==> src/rtl/cpu_pkg.sv <==
// Shared types and constants for the CPU boot path: loader state encoding and word/byte widths.
package cpu_pkg;
  localparam int WORD_W = 32;
  localparam int BYTE_W = 8;
  localparam logic [31:0] DEFAULT_ENTRY = 32'd128;

  typedef enum logic [2:0] {
    IDLE, LEN_LO, LEN_HI, DATA, CSUM, BOOT, DONE, ERR
  } state_t;
endpackage

==> src/rtl/prog_loader_asm.sv <==
// Little-endian byte-to-word assembler with a running XOR over every byte it accepts.
module prog_loader_asm
  import cpu_pkg::*;
(
  input  logic              clk,
  input  logic              rst,
  input  logic              clear,
  input  logic              byte_en,
  input  logic [BYTE_W-1:0] byte_data,
  output logic              last_byte,
  output logic              word_valid,
  output logic [WORD_W-1:0] word,
  output logic [BYTE_W-1:0] csum
);
  logic [1:0]        cnt_p0;
  logic              vld_p1;
  logic [WORD_W-1:0] word_p1;
  logic [BYTE_W-1:0] csum_p1;

  assign last_byte  = (cnt_p0 == 2'd3);
  assign word_valid = vld_p1;
  assign word       = word_p1;
  assign csum       = csum_p1;

  // p0 -> p1: shift bytes in from the top so the first byte lands in bits [7:0]
  always_ff @(posedge clk or posedge rst) begin
    if (rst) begin
      cnt_p0  <= 2'd0;
      vld_p1  <= 1'b0;
      word_p1 <= '0;
      csum_p1 <= '0;
    end else if (clear) begin
      cnt_p0  <= 2'd0;
      vld_p1  <= 1'b0;
      csum_p1 <= '0;
    end else begin
      vld_p1 <= byte_en && last_byte;
      if (byte_en) begin
        cnt_p0  <= cnt_p0 + 2'd1;
        word_p1 <= {byte_data, word_p1[WORD_W-1:BYTE_W]};
        csum_p1 <= csum_p1 ^ byte_data;
      end
    end
  end
endmodule

==> src/rtl/prog_loader.sv <==
// Boot-time program loader: parses a length/data/checksum byte frame, writes instruction
// memory from base_addr upward, then presents entryPoint and strobes INT to start the core.
module prog_loader
  import cpu_pkg::*;
#(
  parameter int MAX_WORDS  = 1024,
  parameter int INT_CYCLES = 1
) (
  input  logic              clk,
  input  logic              rst,
  input  logic              start,
  input  logic [WORD_W-1:0] base_addr,
  input  logic              byte_valid,
  input  logic [BYTE_W-1:0] byte_data,
  output logic              byte_ready,
  output logic              mem_we,
  output logic [WORD_W-1:0] mem_addr,
  output logic [WORD_W-1:0] mem_wdata,
  output logic [WORD_W-1:0] entryPoint,
  output logic              INT,
  output logic              busy,
  output logic              done,
  output logic              err
);
  state_t            state_q, state_d;
  logic [WORD_W-1:0] base_q, entry_q;
  logic [15:0]       len_q, idx_q;
  logic [3:0]        int_cnt_q;
  logic              accept, arm, asm_en, last_byte, word_valid;
  logic [WORD_W-1:0] word;
  logic [BYTE_W-1:0] csum;
  logic [15:0]       n_full;

  assign accept = byte_valid && byte_ready;
  assign arm    = start && (state_q == IDLE || state_q == DONE || state_q == ERR);
  assign asm_en = accept && (state_q == DATA);
  assign n_full = {byte_data, len_q[7:0]};

  prog_loader_asm u_asm (
    .clk        (clk),
    .rst        (rst),
    .clear      (arm),
    .byte_en    (asm_en),
    .byte_data  (byte_data),
    .last_byte  (last_byte),
    .word_valid (word_valid),
    .word       (word),
    .csum       (csum)
  );

  // The last word's 4th byte moves straight to CSUM; its write issues there one cycle later.
  always_comb begin
    state_d = state_q;
    case (state_q)
      IDLE, DONE, ERR: if (start) state_d = LEN_LO;
      LEN_LO:          if (accept) state_d = LEN_HI;
      LEN_HI: begin
        if (accept) begin
          if ({16'd0, n_full} > 32'(MAX_WORDS)) state_d = ERR;
          else if (n_full == 16'd0)             state_d = CSUM;
          else                                  state_d = DATA;
        end
      end
      DATA:   if (accept && last_byte && idx_q == len_q - 16'd1) state_d = CSUM;
      CSUM:   if (accept) state_d = (byte_data == csum) ? BOOT : ERR;
      BOOT:   if (int_cnt_q == 4'(INT_CYCLES - 1)) state_d = DONE;
      default: state_d = IDLE;
    endcase
  end

  always_comb begin
    byte_ready = 1'b0;
    busy       = 1'b0;
    case (state_q)
      LEN_LO, LEN_HI, DATA, CSUM: begin
        byte_ready = 1'b1;
        busy       = 1'b1;
      end
      BOOT:    busy = 1'b1;
      default: ;
    endcase
  end

  assign INT        = (state_q == BOOT);
  assign done       = (state_q == DONE) && !start;
  assign err        = (state_q == ERR) && !start;
  assign mem_we     = word_valid;
  assign mem_addr   = base_q + {14'd0, idx_q, 2'b00};
  assign mem_wdata  = word;
  assign entryPoint = entry_q;

  always_ff @(posedge clk or posedge rst) begin
    if (rst) begin
      state_q   <= IDLE;
      base_q    <= '0;
      entry_q   <= '0;
      len_q     <= '0;
      idx_q     <= '0;
      int_cnt_q <= '0;
    end else begin
      state_q <= state_d;
      if (arm) begin
        base_q    <= base_addr;
        idx_q     <= '0;
        int_cnt_q <= '0;
      end else begin
        if (word_valid) idx_q <= idx_q + 16'd1;
        if (state_q == BOOT) int_cnt_q <= int_cnt_q + 4'd1;
      end
      if (accept && state_q == LEN_LO) len_q[7:0]  <= byte_data;
      if (accept && state_q == LEN_HI) len_q[15:8] <= byte_data;
      if (accept && state_q == CSUM && byte_data == csum) entry_q <= base_q;
    end
  end
endmodule

==> config.mk <==
export PLATFORM = sky130hd
export DESIGN_NAME = prog_loader
export DESIGN_NICKNAME = d
export VERILOG_FILES = /design/src/rtl/cpu_pkg.sv /design/src/rtl/prog_loader_asm.sv /design/src/rtl/prog_loader.sv
export SDC_FILE = /design/constraint.sdc
export NUM_CORES = 1
export LEC_CHECK = 0
export BUFFER_PORTS_ARGS = -buffer_cell sky130_fd_sc_hd__buf_4
export CAP_MARGIN = 20
export CELL_PAD_IN_SITES_DETAIL_PLACEMENT = 1
export CELL_PAD_IN_SITES_GLOBAL_PLACEMENT = 1
export CORE_ASPECT_RATIO = 1.75
export CORE_UTILIZATION = 43
export CTS_CLUSTER_DIAMETER = 200
export DETAILED_ROUTE_END_ITERATION = 7
export MAX_ROUTING_LAYER = met4
export PLACE_DENSITY = 0.84
export SLEW_MARGIN = 20
export SYNTH_ARGS = -nofsm -noshare
export SYNTH_HDL_FRONTEND = slang
export SYNTH_SLANG_ARGS = --single-unit
==> constraint.sdc <==
create_clock -name clk -period 4.98 [get_ports clk]
set_input_delay 0.498 -clock clk [delete_from_list [all_inputs] [get_ports clk]]
set_output_delay 0.498 -clock clk [all_outputs]
set_load 0.02 [all_outputs]
==> results of run 1 <==
[power by group through the flow]
stage	Sequential, mW	Clock [mW]	Combinational [mW]
3_3_place_gp	2.02	0	2.30
2_1_floorplan	2.03	0	1.45
5_1_grt	2.08	1.42	2.61
4_1_cts	2.03	1.38	2.41
3_5_place_dp	2.03	0	2.38
6_report	2.02	1.35	2.38
[cell families (layout without fill, tap and decap cells)]
logic type,after synthesis,count (layout),share of synthesized area (%)
AOI/OAI and AO/OA,112,112,9.24
xor gates and xnor gates,70,70,7.98
adders and majority gates,22,22,3.68
buffers and inverters,49,197,3.23
DFF,146,146,47.6
muxes,77,77,12.4
and+or+nand+nor,267,267,15.9
[metrics by stage]
step	area [um^2]	cells	worst slack [ps]	hold slack (ps)	total power, mW
3_3_place_gp	8930	1092	1690	462	4.32
3_5_place_dp	8930	1092	1540	468	4.41
4_1_cts	9540	1122	1080	268	5.82
5_1_grt	9540	1122	813	290	6.12
2_1_floorplan	7680	743	559	468	3.48
6_report	9540	1122	1080	283	5.75
[state kept, by name, indices dropped and copies added, names as in the netlist]
signal and count:
base_q 32, entryPoint 32, u_asm.word 32, idx_q 16, len_q 16, u_asm.csum 8
int_cnt_q 4, state_q 3, u_asm.cnt_p0 2, u_asm.word_valid 1
[worst min-delay path by stage]
stage / cells after the start / endpoint / slack [ps] / from
after global routing: 3 / base_q[26] / 290 / base_addr[26]
final: 2 / int_cnt_q[0] / 280 / rst
after CTS: 3 / base_q[23] / 270 / base_addr[23]
after global placement: 2 / u_asm.word[5] / 460 / u_asm.word[5]
after floorplan: 1 / u_asm.cnt_p0[0] / 470 / u_asm.cnt_p0[0]
after detailed placement: 2 / u_asm.word[6] / 470 / u_asm.word[6]
[cells in the mapped netlist, drive strengths merged, types with 2 or more instances]
library cell  count  share of area [%]
o31ai             2               0.20
mux2             71                 12
and4              3               0.34
nor2b             8               0.65
ha               21                3.4
or3               8               0.65
a211oi            8               0.78
nor4              8               0.65
a31oi             4               0.33
nand2b            6               0.49
buf              14                1.5
o32ai             2               0.23
mux2i             6               0.78
nor2             50                2.4
or4               2               0.24
dfrtp           146                 48
a21o             12                1.2
a21boi            2               0.20
o21ai            42                2.7
a2111oi           4               0.46
xnor2            34                3.9
inv              17               0.83
clkbuf           18               0.88
nand4             8               0.65
nor3b             3               0.36
a21oi            16                1.0
xor2             36                4.1
o21a              3               0.29
and2              3               0.24
o2111ai           2               0.23
nand3            17                1.1
and3              8               0.65
nor3              9               0.59
nand2           129                6.3
o211ai            9               0.88
[worst max-delay path, stage by stage, from the launching register on]
cell                        delay, ps
sky130_fd_sc_hd__dfrtp_1          460
sky130_fd_sc_hd__ha_1             240
sky130_fd_sc_hd__inv_1             60
sky130_fd_sc_hd__fa_1             410
sky130_fd_sc_hd__nor2b_1          150
sky130_fd_sc_hd__o21a_1           140
sky130_fd_sc_hd__o21ai_0          130
sky130_fd_sc_hd__a21o_1           210
sky130_fd_sc_hd__a21o_1           260
sky130_fd_sc_hd__a2111oi_0        560
sky130_fd_sc_hd__xor2_1           190
sky130_fd_sc_hd__buf_4            160
[cell type report]
class                           instances  area, um^2  area share (%)
Multi-Input combinational cell        548        3800            39.8
Sequential cell                       146        3650            38.3
Tap cell                              231         289            3.03
Timing Repair Buffer                  150        1130            11.8
Clock buffer                           18         429            4.50
Clock inverter                         12         181            1.90
Inverter                               17        68.8           0.721
[layout by cell type, fill, tap and decap left out, types with 21 or more instances in the layout]
cell type,synthesis,final
sky130_fd_sc_hd__buf_4,2,150
sky130_fd_sc_hd__nor2_1,50,49
sky130_fd_sc_hd__ha_1,21,21
sky130_fd_sc_hd__dfrtp_1,146,146
sky130_fd_sc_hd__xnor2_1,34,34
sky130_fd_sc_hd__o21ai_0,42,42
sky130_fd_sc_hd__nand2_1,129,129
sky130_fd_sc_hd__mux2_2,47,47
sky130_fd_sc_hd__xor2_1,36,36
sky130_fd_sc_hd__mux2_4,24,24
[per-layer routing]
| metal | track usage, % | up-vias | part of all wire (%) |
|---|---|---|---|
| met5 | - | - | 0 |
| met4 | 10.2 | 0 | 2.8 |
| met3 | 4.99 | 39 | 3.9 |
| met2 | 46.0 | 140 | 56 |
| met1 | 25.2 | 2995 | 37 |
| li1 | - | 2854 | - |
==> reports/summary.md, run 1 <==
• 18.8 um — detailed-route wire length per cell
• flop — Setup crit start kind
• 0 — antenna fix cells
• reg -> out — kind of critical path
• 106 — pin count of the biggest net entering global routing
• 0 — number of hold-repair buffers added at the cts stage
• 47.6% — share of synthesized area occupied by flip-flops and latches
• 0.829 — placer's final routability congestion estimate
• 8 — largest fanout on the critical path
• 18400 um^2 — area enclosed by the die boundary
• 41.4% — proportion of power drawn by combinational gates
• 0 — number of flops mapped to enable cells by yosys
• 6498 — vias in the first global route
• 23.4% — clock network fraction of total power
• 148 — detailed router's first-iteration violation count
• 420 ps — clock insertion delay at the later pin of the skew report
• len_q[0] — worst flop-to-flop path startpoint
• 9 — worst-case reg-to-reg path depth
• 256 MHz — Fmax achieved
• 25.0% — gr usage total
• finished clean — outcome
• 809 — number of nets in the synthesized netlist
• 146 — number of storage elements in the synthesis netlist
• 35.1% — register share of total power
• 24.3% — area delta synth->final
• 0 — Detail Route Antenna Nets
• 15200 um — detailed placer's ending HPWL
• 54 — unique cell type count in the Yosys netlist
• 145 — # port buffers
• 44.0% — initial core utilization
• 0 — Overflow after GRT
• 4.72 nW — Leak
• 0 — quantity of gates resized following cts
• 743 — Post-Syn Instances
• no — RSZ-0062 raised after global routing
• 4480 ps — required time reported for the critical path endpoint
• 33700 um — wire length of the first global-routing pass
• 5.77 ps — largest clock skew in the final design
• 3900 ps — Tmin final
• 146 — number of clock sinks
• 0 — number of antenna violations at the first check in global routing
• mem_addr[24] — CP Capture Point
• 0 — max capacitance violation total
• sky130_fd_sc_hd__dfrtp_1 — Most used DFF post-synth
• 0 — Final setup violation count
• sky130_fd_sc_hd__clkbuf_16 — root buffer cell
• 103 um — Die W
• 54.7% — share of the core filled with cells in the final layout
• 100% — Async S/R FF share, synth
• 3400 ps — data arrival time of the critical path
• 0 — synthesis warning total
• in -> async — Hold/Removal Path Class
• 0 ps — setup TNS after final layout
• 3.45 mW — Cell Int Power
• 60 ps — clock edge transition at the registers on the reported setup and hold paths
• 0 — number of pins exceeding their max-slew limit in the final report
• 4 — number of H-tree levels
• 946 — number of nets in the final layout
• 35.7% — slew margin rel.
• 0 — drt drc
• 1965 — number of fill cells in the layout
• 17 — CTS buffer count
• 5.37 — per-cell via count in the routed design
• 7680 um^2 — total standard cell area after synthesis
• 21000 um — detailed-route wire length
• state_q[2] — worst reg2reg endpoint
• 2.30 mW — Sw Pwr
• 6028 — total via count in the routed design
• 64 — Cell Rows
• 2160 ps — setup slack, reg-to-reg
• 17500 um^2 — Core Box Area
• 40.0% — switching share of total power
• 2 — maximum clock insertion buffer count
• 603 nW/um^2 — Cell Pwr Density
• 10.3 um^2 — average size of a mapped cell
• 5 — first-pass iteration count of the detailed router
• 965 ps — transition at the pin with the smallest max-transition slack
• 78.3% — share of the clock period used by the worst path after layout
• 0 — buffers inserted by post-CTS timing repair
• 0 — number of failing hold endpoints at the final stage
• 179 um — die height
• built — CTS tree
• 146 — IO Count
• 29.0% — fraction of layout instances using a drive strength above 1
• idx_q[0] — launch point of the worst path
• primary output — endpoint kind of the worst setup timing path
• 0.338 mV — maximum vdd drop
(Power assumes the default switching activity.)
==> run 2: changes to the inputs <==
--- a/config.mk
+++ b/config.mk
@@ -5,16 +5,17 @@
 export SDC_FILE = /design/constraint.sdc
 export NUM_CORES = 1
 export LEC_CHECK = 0
+export ABC_AREA = 1
 export BUFFER_PORTS_ARGS = -buffer_cell sky130_fd_sc_hd__buf_4
 export CAP_MARGIN = 20
 export CELL_PAD_IN_SITES_DETAIL_PLACEMENT = 1
 export CELL_PAD_IN_SITES_GLOBAL_PLACEMENT = 1
 export CORE_ASPECT_RATIO = 1.75
-export CORE_UTILIZATION = 43
+export CORE_UTILIZATION = 38
 export CTS_CLUSTER_DIAMETER = 200
 export DETAILED_ROUTE_END_ITERATION = 7
 export MAX_ROUTING_LAYER = met4
-export PLACE_DENSITY = 0.84
+export PLACE_DENSITY = 0.82
 export SLEW_MARGIN = 20
 export SYNTH_ARGS = -nofsm -noshare
 export SYNTH_HDL_FRONTEND = slang
==> constraint.sdc (replaced) <==
create_clock -name clk -period 3.4 [get_ports clk]
set_input_delay 0.34 -clock clk [delete_from_list [all_inputs] [get_ports clk]]
set_output_delay 0.34 -clock clk [all_outputs]
set_load 0.02 [all_outputs]
==> run 2 against run 1 <==
Effect of this change:
- the run now ends with DRC left
- register-to-register slack got worse by 1200 ps
- sequential cell count did not move
- worst hold slack got worse by 170 ps
- final cell count rose by 24%
- setup slack got worse by 820 ps
- highest routed layer unchanged
- critical path type unchanged
- critical path depth did not move
- clock skew rose by 2.1 ps
- largest cell class unchanged
- clock-buffer cell count rose by 2
==> reports/summary.md, run 2 <==
• 983 — Post-Syn Instances, +32%
• 41.8% — slew margin rel., +6.1 points
• 0 — Overflow after GRT, unchanged
• 4 — number of H-tree levels, unchanged
• 2800 ps — data arrival time of the critical path, -600 ps
• met2 — layer carrying the most global-route usage
• 0 — antenna fix cells, unchanged
• 71 — pin count of the biggest net entering global routing, -33%
• 0 — buffers inserted by post-CTS timing repair, unchanged
• 3.13% — grt met3 use, -1.9 points
• 0 — max capacitance violation total, unchanged
• 145 — # port buffers, unchanged
• 112 um — Die W, +8.3%
• reg -> out — kind of critical path
• 146 — IO Count, unchanged
• 9840 um^2 — summed area of non-filler cells in the final layout, +3.1%
• 0 — number of failing hold endpoints at the final stage, unchanged
• 7990 um^2 — total standard cell area after synthesis, +4.0%
• 45.7% — Yosys top cell area share, -1.8 points
• 2 — maximum clock insertion buffer count, unchanged
• in -> reg — Hold/Removal Path Class
• 1049 — number of nets in the synthesized netlist, +30%
• 3700 um^2 — multi-input gate area in the final layout, -2.4%
• 6 — largest fanout on the critical path, -2
• sky130_fd_sc_hd__dfrtp_1 — Critical Path Slowest Stage Cell
• 278 — detailed router's first-iteration violation count, +88%
• 0.435 mV — maximum vdd drop, +29%
• sky130_fd_sc_hd__nand2_1 — most common cell after layout, fill and taps aside
• sky130_fd_sc_hd__dfrtp_1 — Most used DFF post-synth
• 41 — unique cell type count in the Yosys netlist, -24%
• 12 — drt drc, +12
• 21.3% — fraction of layout instances using a drive strength above 1, -7.6 points
• built — CTS tree
• 7087 — total via count in the routed design, +18%
• 0 ps — setup TNS after final layout, unchanged
• 100% — Async S/R FF share, synth, unchanged
• 0 — synthesis warning total, unchanged
• 45.7% — share of synthesized area occupied by flip-flops and latches, -1.8 points
• 873 ps — transition at the pin with the smallest max-transition slack, -91.9 ps
• DRC — violated checks
• 0 — Final setup violation count, unchanged
• 833 nW/um^2 — Cell Pwr Density, +38%
• 0 — number of flops mapped to enable cells by yosys, unchanged
• 319 MHz — Fmax achieved
• 21.7% — met1 Usage GRT, -3.5 points
• 9280 um^2 — area of placed instances, +3.9%
• 17900 um — detailed placer's ending HPWL, +17%
• 3140 ps — Tmin final
• 8.13 um^2 — average size of a mapped cell, -21%
• 45.0% — met2 layer usage reported by global route, -0.98 points
• 0 — quantity of gates resized following cts, unchanged
• 3650 um^2 — area occupied by registers, unchanged
• sky130_fd_sc_hd__clkbuf_16 — root buffer cell
• 686 ps — pre-CTS setup slack, -854 ps
• 261 ps — final worst-path setup slack, -818 ps
• 69 — Cell Rows, +7.8%
• sky130_fd_sc_hd__dfrtp_1 — most area-hungry cell type in the Yosys netlist
• 0 — Detail Route Antenna Nets, unchanged
• 5.11 — per-cell via count in the routed design, -4.9%
• 430 ps — peak per-stage delay on the critical path, -130 ps
• 1000 ps — setup slack, reg-to-reg, -1160 ps
• 8 — first-pass iteration count of the detailed router, +3
• 20500 um^2 — Core Box Area, +17%
• sky130_fd_sc_hd__nand2_1 — most numerous cell in the Yosys netlist
• 3 — buffering stage count on the worst path with inverters included, +1
• 23200 um — detailed-route wire length, +10%
• 7633 — vias in the first global route, +17%
• 0.886 — placer's final routability congestion estimate, +6.9%
• 440 ps — clock insertion delay at the later pin of the skew report, +20 ps
• flop — Setup crit start kind
• 0 — number of antenna violations at the first check in global routing, unchanged
• 146 — number of storage elements in the synthesis netlist, unchanged
• 21600 um^2 — area enclosed by the die boundary, +17%
• 23.2% — area delta synth->final
• ha_1, inv_1, fa_1, inv_1, a21oi_1, o21ai_1, nand2_1, nand2_1, nand3_1, xor2_1, buf_4 — critical-path cell list
• 3060 ps — required time reported for the critical path endpoint, -1420 ps
• sky130_fd_sc_hd__dfrtp_1, sky130_fd_sc_hd__nand2_1, sky130_fd_sc_hd__o21ai_0 — leading post-synthesis cells by cell area
• primary output — endpoint kind of the worst setup timing path
• 194 um — die height, +8.4%
• finished with violations — outcome
• sky130_fd_sc_hd__nand2_1, sky130_fd_sc_hd__dfrtp_1, sky130_fd_sc_hd__inv_1 — list of most frequent post-synthesis cells
• 146 — number of clock sinks, unchanged
• 1192 — number of nets in the final layout, +26%
• 17 — CTS buffer count, unchanged
• no — RSZ-0062 raised after global routing
• 37700 um — wire length of the first global-routing pass, +12%
• 2512 — number of fill cells in the layout, +28%
• 7.86 ps — largest clock skew in the final design, +2.09 ps
• 92.3% — share of the clock period used by the worst path after layout
• 16.7 um — detailed-route wire length per cell, -11%
• 39.0% — initial core utilization, -5.0 points
• 4.91 nW — Leak, +4.2%
• 0 — number of pins exceeding their max-slew limit in the final report, unchanged
• adder cells — Crit path max-delay family
• sky130_fd_sc_hd__nand2_1, sky130_fd_sc_hd__buf_4, sky130_fd_sc_hd__dfrtp_1 — most used cells in the layout excluding fill and tap cells
• 23.0% — gr usage total, -2.0 points
• 60 ps — clock edge transition at the registers on the reported setup and hold paths, about the same
[run 2: changes by cell type in the layout (fill, tap and decap cells not counted), moves of 22 or more]
cell	before	now
sky130_fd_sc_hd__xnor2_1	34	12
sky130_fd_sc_hd__nand2_1	129	267
sky130_fd_sc_hd__o21ai_2	0	32
sky130_fd_sc_hd__mux2_2	47	0
sky130_fd_sc_hd__mux2_4	24	0
sky130_fd_sc_hd__inv_1	16	114
sky130_fd_sc_hd__o21ai_0	42	98
sky130_fd_sc_hd__nand3_1	17	41
[run 2: kinds of logic after synthesis]
logic type | Yosys count | synth area share (%)
AND/OR/NAND/NOR | 438 | 23.8
AO/OA/AOI/OAI | 184 | 13.8
buffers and inverters | 147 | 7.88
flip-flops | 146 | 45.7
XOR/XNOR | 46 | 5.22
adder cells (fa/ha/maj) | 22 | 3.54
[run 2: worst min-delay path: cells and delay by family]
kind,cells,cell delay [ps]
AO/OA/AOI/OAI,1,50
buffers and inverters,1,70
AND/OR/NAND/NOR,1,40
[run 2: worst paths after layout]
kind / start / to / cells past startpoint
min in group asynchronous: rst / base_q[5] / 3
max: idx_q[0] / mem_addr[30] / 11
max in group asynchronous: rst / base_q[19] / 4
min reg2reg: int_cnt_q[3] / int_cnt_q[3] / 1
max reg2reg: len_q[0] / state_q[0] / 15
min: base_addr[5] / base_q[5] / 3
[run 2: what timing repair did]
item,4_1_cts,5_1_grt
endpoints found under the setup margin,0,0
endpoints found under the hold margin,20,0
hold buffers,1,0
[run 2: per-stage QoR]
step           power (mW)  hold WS, ps  cells  util (%)
6_report             8.20          109   1387      48.1
5_1_grt              8.75          122   1387      48.1
4_1_cts              8.29          100   1387      48.1
3_5_place_dp         6.44          413   1354      45.3
3_3_place_gp         6.33          417   1354      45.3
2_1_floorplan        5.05          434    983         -
[run 2: cell type report]
class                           count  area share [%]
Inverter                          119            4.58
Timing Repair Buffer              152            11.9
Tap cell                          248            3.15
Multi-Input combinational cell    690            37.6
Sequential cell                   146            37.1
Clock buffer                       20            4.54
Clock inverter                     12            1.11
[run 2: per-layer routing]
metal / part of all wire [%] / up-vias
met5: 0 / -
met4: 3.3 / 0
met3: 2.6 / 52
met2: 58 / 138
met1: 36 / 3439
li1: - / 3458
[run 2: report_power, final]
| part | switching, mW | leakage [nW] | total [mW] | internal (mW) |
|---|---|---|---|---|
| logic | 2.31 | 2.74 | 3.61 | 1.30 |
| clock network | 0.770 | 0.264 | 1.80 | 1.03 |
| registers | 0.503 | 1.91 | 2.79 | 2.29 |
